[src/rtl/aes_pkg.sv]
// Shared AES datapath types and helpers used by the ShiftRows loader and the mix_column stage.
// The state is indexed [row][col]. Packed form puts byte (r,c) at bits [127-8*(4*c+r) -: 8].
package aes_pkg;

  typedef logic [7:0] byte_t;
  typedef byte_t state_t [3:0][3:0];

  localparam int unsigned AES_BLOCK_BYTES = 16;

  typedef enum logic [1:0] {BUF_EMPTY, BUF_FILLING, BUF_FULL} buf_st_e;

  // Destination column for a byte arriving at (r,c); the 2-bit subtraction wraps mod 4.
  function automatic logic [1:0] shift_col(input logic [1:0] r, input logic [1:0] c);
    return c - r;
  endfunction

  function automatic logic [127:0] pack_state(input state_t s);
    logic [127:0] p;
    p = '0;
    for (int c = 0; c < 4; c++) begin
      for (int r = 0; r < 4; r++) begin
        p[127-8*(4*c+r) -: 8] = s[r][c];
      end
    end
    return p;
  endfunction

endpackage

[src/rtl/aes_state_buf.sv]
// One 16-byte state buffer with its EMPTY/FILLING/FULL tracker and a byte write port.
// The packed contents are presented continuously; the owner decides when they are valid.
module aes_state_buf
  import aes_pkg::*;
(
  input  logic         clk,
  input  logic         rst_n,
  input  logic         wr_en_i,
  input  logic [1:0]   wr_row_i,
  input  logic [1:0]   wr_col_i,
  input  logic [7:0]   wr_data_i,
  input  logic         wr_last_i,
  input  logic         wr_abort_i,
  input  logic         rd_done_i,
  output logic         full_o,
  output logic [127:0] state_o
);

  buf_st_e st_q, st_d;
  state_t  mem_q, mem_d;

  always_comb begin
    st_d  = st_q;
    mem_d = mem_q;
    if (wr_en_i) begin
      // A framing abort consumes the byte but discards the partial block.
      if (wr_abort_i) begin
        st_d = BUF_EMPTY;
      end else begin
        mem_d[wr_row_i][wr_col_i] = wr_data_i;
        st_d = wr_last_i ? BUF_FULL : BUF_FILLING;
      end
    end
    if (rd_done_i) begin
      st_d = BUF_EMPTY;
    end
  end

  always_ff @(posedge clk or negedge rst_n) begin
    if (!rst_n) begin
      st_q  <= BUF_EMPTY;
      mem_q <= '{default: '0};
    end else begin
      st_q  <= st_d;
      mem_q <= mem_d;
    end
  end

  assign full_o  = (st_q == BUF_FULL);
  assign state_o = pack_state(mem_q);

endmodule

[src/rtl/aes_shift_rows_loader.sv]
// Byte-serial to 128-bit state assembler applying ShiftRows on write, ping-pong buffered.
// Owns the byte counter, write/read pointers and the framing check; buffers hold the data.
module aes_shift_rows_loader
  import aes_pkg::*;
#(
  parameter bit          SHIFT_EN = 1'b1,
  parameter int unsigned NUM_BUF  = 2
) (
  input  logic         clk,
  input  logic         rst_n,
  input  logic         s_valid,
  output logic         s_ready,
  input  logic [7:0]   s_data,
  input  logic         s_last,
  output logic         m_valid,
  input  logic         m_ready,
  output logic [127:0] m_state,
  output logic         err
);

  logic [3:0]   cnt_q, cnt_d;
  logic         wr_ptr_q, wr_ptr_d;
  logic         rd_ptr_q, rd_ptr_d;
  logic         err_q, err_d;

  logic [NUM_BUF-1:0] buf_full;
  logic [127:0]       buf_state [NUM_BUF];

  logic       in_xfer, out_xfer, last_byte, abort, complete;
  logic [1:0] wr_row, in_col, wr_col;

  assign in_xfer   = s_valid & s_ready;
  assign out_xfer  = m_valid & m_ready;
  assign last_byte = (cnt_q == 4'(AES_BLOCK_BYTES - 1));
  assign abort     = in_xfer & s_last & ~last_byte;
  assign complete  = in_xfer & last_byte;

  // Stream index k = 4*c + r, so the low bits are the row.
  assign wr_row = cnt_q[1:0];
  assign in_col = cnt_q[3:2];
  assign wr_col = SHIFT_EN ? shift_col(wr_row, in_col) : in_col;

  for (genvar g = 0; g < NUM_BUF; g++) begin : g_buf
    aes_state_buf u_buf (
      .clk        (clk),
      .rst_n      (rst_n),
      .wr_en_i    (in_xfer & (wr_ptr_q == 1'(g))),
      .wr_row_i   (wr_row),
      .wr_col_i   (wr_col),
      .wr_data_i  (s_data),
      .wr_last_i  (last_byte),
      .wr_abort_i (abort),
      .rd_done_i  (out_xfer & (rd_ptr_q == 1'(g))),
      .full_o     (buf_full[g]),
      .state_o    (buf_state[g])
    );
  end

  assign s_ready = ~buf_full[wr_ptr_q];
  assign m_valid = buf_full[rd_ptr_q];
  assign m_state = buf_state[rd_ptr_q];
  assign err     = err_q;

  always_comb begin
    cnt_d    = cnt_q;
    wr_ptr_d = wr_ptr_q;
    rd_ptr_d = rd_ptr_q;
    // Early s_last and missing s_last on byte 15 both flag a framing error.
    err_d    = in_xfer & (s_last ^ last_byte);
    if (in_xfer) begin
      cnt_d = abort ? 4'd0 : cnt_q + 4'd1;
    end
    if (complete && NUM_BUF == 2) begin
      wr_ptr_d = ~wr_ptr_q;
    end
    if (out_xfer && NUM_BUF == 2) begin
      rd_ptr_d = ~rd_ptr_q;
    end
  end

  always_ff @(posedge clk or negedge rst_n) begin
    if (!rst_n) begin
      cnt_q    <= 4'd0;
      wr_ptr_q <= 1'b0;
      rd_ptr_q <= 1'b0;
      err_q    <= 1'b0;
    end else begin
      cnt_q    <= cnt_d;
      wr_ptr_q <= wr_ptr_d;
      rd_ptr_q <= rd_ptr_d;
      err_q    <= err_d;
    end
  end

endmodule

[config.mk]
export PLATFORM = sky130hd
export DESIGN_NAME = aes_shift_rows_loader
export DESIGN_NICKNAME = d
export VERILOG_FILES = /design/src/rtl/aes_pkg.sv /design/src/rtl/aes_state_buf.sv /design/src/rtl/aes_shift_rows_loader.sv
export SDC_FILE = /design/constraint.sdc
export NUM_CORES = 1
export LEC_CHECK = 0
export ABC_AREA = 1
export BUFFER_PORTS_ARGS = -buffer_cell sky130_fd_sc_hd__buf_4
export CAP_MARGIN = 20
export CORE_UTILIZATION = 59
export DETAILED_ROUTE_END_ITERATION = 16
export PLACE_DENSITY = 0.8
export SYNTH_ARGS = -nofsm -noshare
export SYNTH_HDL_FRONTEND = slang
export SYNTH_HIERARCHICAL = 1
export SYNTH_SLANG_ARGS = --single-unit
[constraint.sdc]
create_clock -name clk -period 2.85 [get_ports clk]
set_input_delay 0.1425 -clock clk [delete_from_list [all_inputs] [get_ports clk]]
set_output_delay 0.1425 -clock clk [all_outputs]
set_load 0.05 [all_outputs]
==> results.sh <==
export IMPL_finalClockSkew_ns=0.00589
export IMPL_dp_hpwl_um=21800
export IMPL_path_common_cell="nand2_1"
export IMPL_slowest_stage="dfrtp_1"
export IMPL_ff_latch_area_sq_um=6690
export IMPL_synth_top_area_share_pct=53.2
export IMPL_crit_path_start_kind="register"
export IMPL_rsz0062_at_grt="false"
export IMPL_clk_latency_ns=0.54
export IMPL_r2r_setup_slack_ns=0.40
export IMPL_final_nets=1801
export IMPL_clkSinkCount=267
export IMPL_critPathRequiredTime_ns=3.27
export IMPL_wl_met1_um=14400
export IMPL_overflow=0
export IMPL_setup_violations_final=0
export IMPL_fill_cells=1608
export IMPL_design_area_sq_um=14900
export IMPL_synth_cell_types=25
export IMPL_wirelength_um=37000
export IMPL_startpoint="cnt_q[0]"
export IMPL_yosysSeqAreaShare_pct=53.2
export IMPL_rows=52
export IMPL_die_w_um=148
export IMPL_core_area_sq_um=20600
export IMPL_slowest_delay_ns=0.53
export IMPL_first_iter_violations=1064
export IMPL_r2r_start="cnt_q[0]"
export IMPL_wl_met3_um=3730
export IMPL_first_pass_iters=6
export IMPL_drc_errors=0
export IMPL_fmax_ghz=0.408
export IMPL_grt_pass1_wl_um=59200
export IMPL_critPathArrivalTime_ns=2.87
export IMPL_worstSetupPathType="reg2reg"
export IMPL_p_per_area_nw_per_um2=1040
export IMPL_diodes=0
export IMPL_hold_class="in2reg"
export IMPL_clk_path_buf_depth=3
export IMPL_yosys_area_top_type="dfrtp_1"
export IMPL_top_layer_used="met4"
export IMPL_crit_end="g_buf[1].u_buf/state_o[63]"
export IMPL_post_cts_resized=0
export IMPL_hold_viol_final=0
export IMPL_syn_nets=1696
export IMPL_first_global_vias=11400
export IMPL_grt_max_degree=129
export IMPL_worstReg2RegEnd="g_buf[1].u_buf/state_o[63]"
export IMPL_path_cells="ha_1, xnor2_1, xor2_1, buf_4, inv_1, nor2_1, nand3_1, nand2_1, nand2_1"
export IMPL_initial_core_util_pct=61.0
export IMPL_area_growth_pct=18.3
export IMPL_drive_above_1_share_pct=13.7
export IMPL_layout_common_cells="nand2_1, nand3_1, dfrtp_1, buf_4, clkbuf_16"
export IMPL_final_common_cell="nand2_1"
export IMPL_worstPathMaxFanout=13
export IMPL_dr_wl_met2_um=17700
export IMPL_fin_cells=2076
export IMPL_syn_inst=1681
export IMPL_routed_via_count=11900
export IMPL_hold_buffers=3
export IMPL_pin_count=144
export IMPL_post_drt_wl_per_cell_um=17.8
export IMPL_grt_total_usage_pct=34.6
export IMPL_postCtsSetupRepairBufs=0
export IMPL_status="finished clean"
export IMPL_p_leak_nw=8.54
export IMPL_period_minus_slack_ns=2.45
export IMPL_max_cap_violations=0
export IMPL_synthTopCellsByArea="dfrtp_1, nand2_1, nand3_1"
export IMPL_avgSynthCellArea_sq_um=7.47
export IMPL_max_vdd_ir_drop_mv=0.966
export IMPL_clk_transition_reported_paths_ns=0.06
export IMPL_vias_per_cell=5.72
export IMPL_tns_ns=0
export IMPL_cts_tree="yes"
export IMPL_multi_input_area_sq_um=5260
export IMPL_tightestPinTransition_ns=0.806
export IMPL_die_area_sq_um=21900
export IMPL_io_buffers=143
export IMPL_htree_levels=1
export IMPL_cts_buffers=28
export IMPL_power_total_w=0.0155
export IMPL_drv_slew=0
export IMPL_ys_ff_latch=267
export IMPL_synth_warning_count=6
export IMPL_syn_area_sq_um=12600
export IMPL_die_y_um=148
export IMPL_dp_cells=2023
export IMPL_antenna_found_initial=0
export IMPL_gp_congestion=0.846
export IMPL_r2r_cells=9
export IMPL_ant_nets=0
export IMPL_cp_end_kind="register"
export IMPL_root_buffer="clkbuf_16"
export IMPL_period_share_pct=85.9
export IMPL_post_dp_cell_area_sq_um=13900
export IMPL_slew_headroom_pct=46.2
==> registers in the layout, summed over array words and instances, names as in the netlist <==
name / count
g_buf.u_buf/st_q: 4
wr_ptr_q: 1
rd_ptr_q: 1
g_buf.u_buf/state_o: 256
cnt_q: 4
err: 1
==> power breakdown <==
part	switching, W	total, W	internal (W)	leakage [nW]
Clock	0.00148	0.00375	0.00227	0.471
Sequential	0.000451	0.00498	0.00453	3.60
Combinational	0.00502	0.00675	0.00172	4.47
Total	0.00695	0.0155	0.00852	8.54
==> synthesized netlist by cell type <==
library cell  instances
o21ai_2               1
xor2_1                1
xnor2_1               1
clkinv_1              2
dfrtp_1             267
nand2_2               3
nor2_1               21
nor2_2                8
nand3_2               1
inv_2                 3
nand2_1             925
o21ai_0               2
o22ai_1               1
nand4_1               3
or2_2                 1
buf_2                61
o31ai_1               2
buf_1                 6
nand3_1             297
inv_1                28
nor3_1                1
buf_4                 2
nor2_8                1
ha_1                  2
clkbuf_1             41
==> area by class of cell <==
class                      count  area share, %
inverter                      33          0.842
timing repair buffer         185           10.0
clock inverter                 5          0.531
tap                          270           2.27
clock buffer                  45           5.90
multi-input combinational   1271           35.4
sequential                   267           45.0
==> metrics by stage <==
step	setup slack, ns	utilization, %	hold WS (ns)
floorplan	0.692	-	-0.153
global placement	0.508	67.5	0.244
detailed placement	0.433	67.5	0.246
CTS	0.407	72.2	0.0776
global route	0.232	72.2	0.0967
finish	0.401	72.2	0.0857
==> worst min-delay path by stage <==
stage	start	endpoint	slack [ns]	cells past startpoint
2_1_floorplan	rst_n	cnt_q[0]	-0.15	0
3_3_place_gp	rst_n	g_buf[1].u_buf/state_o[37]	0.24	1
3_5_place_dp	rst_n	g_buf[1].u_buf/state_o[37]	0.25	1
4_1_cts	s_valid	cnt_q[2]	0.08	5
5_1_grt	s_valid	cnt_q[2]	0.1	5
6_report	s_valid	cnt_q[2]	0.09	5
==> worst max-delay path: cells and delay by family (launching register included) <==
family	cells	cell delay (ns)
xor+xnor	2	0.32
fa+ha+maj	1	0.29
buf+inv	2	0.28
flops	1	0.53
simple gates	4	0.91
==> layer usage <==
layer,vias up,GRT usage [%]
li1,5495,-
met1,5621,45.2
met2,659,56.8
met3,101,6.88
met4,0,13.7
met5,-,0
==> cell families after synthesis <==
kind of cell / synth area share [%]
buffers and inverters: 4.94
DFF: 53.2
adders and majority gates: 0.199
and+or+nand+nor: 41.2
xor gates and xnor gates: 0.140
AOI/OAI and AO/OA: 0.319
Note: power is estimated with default switching activity, not from simulation.
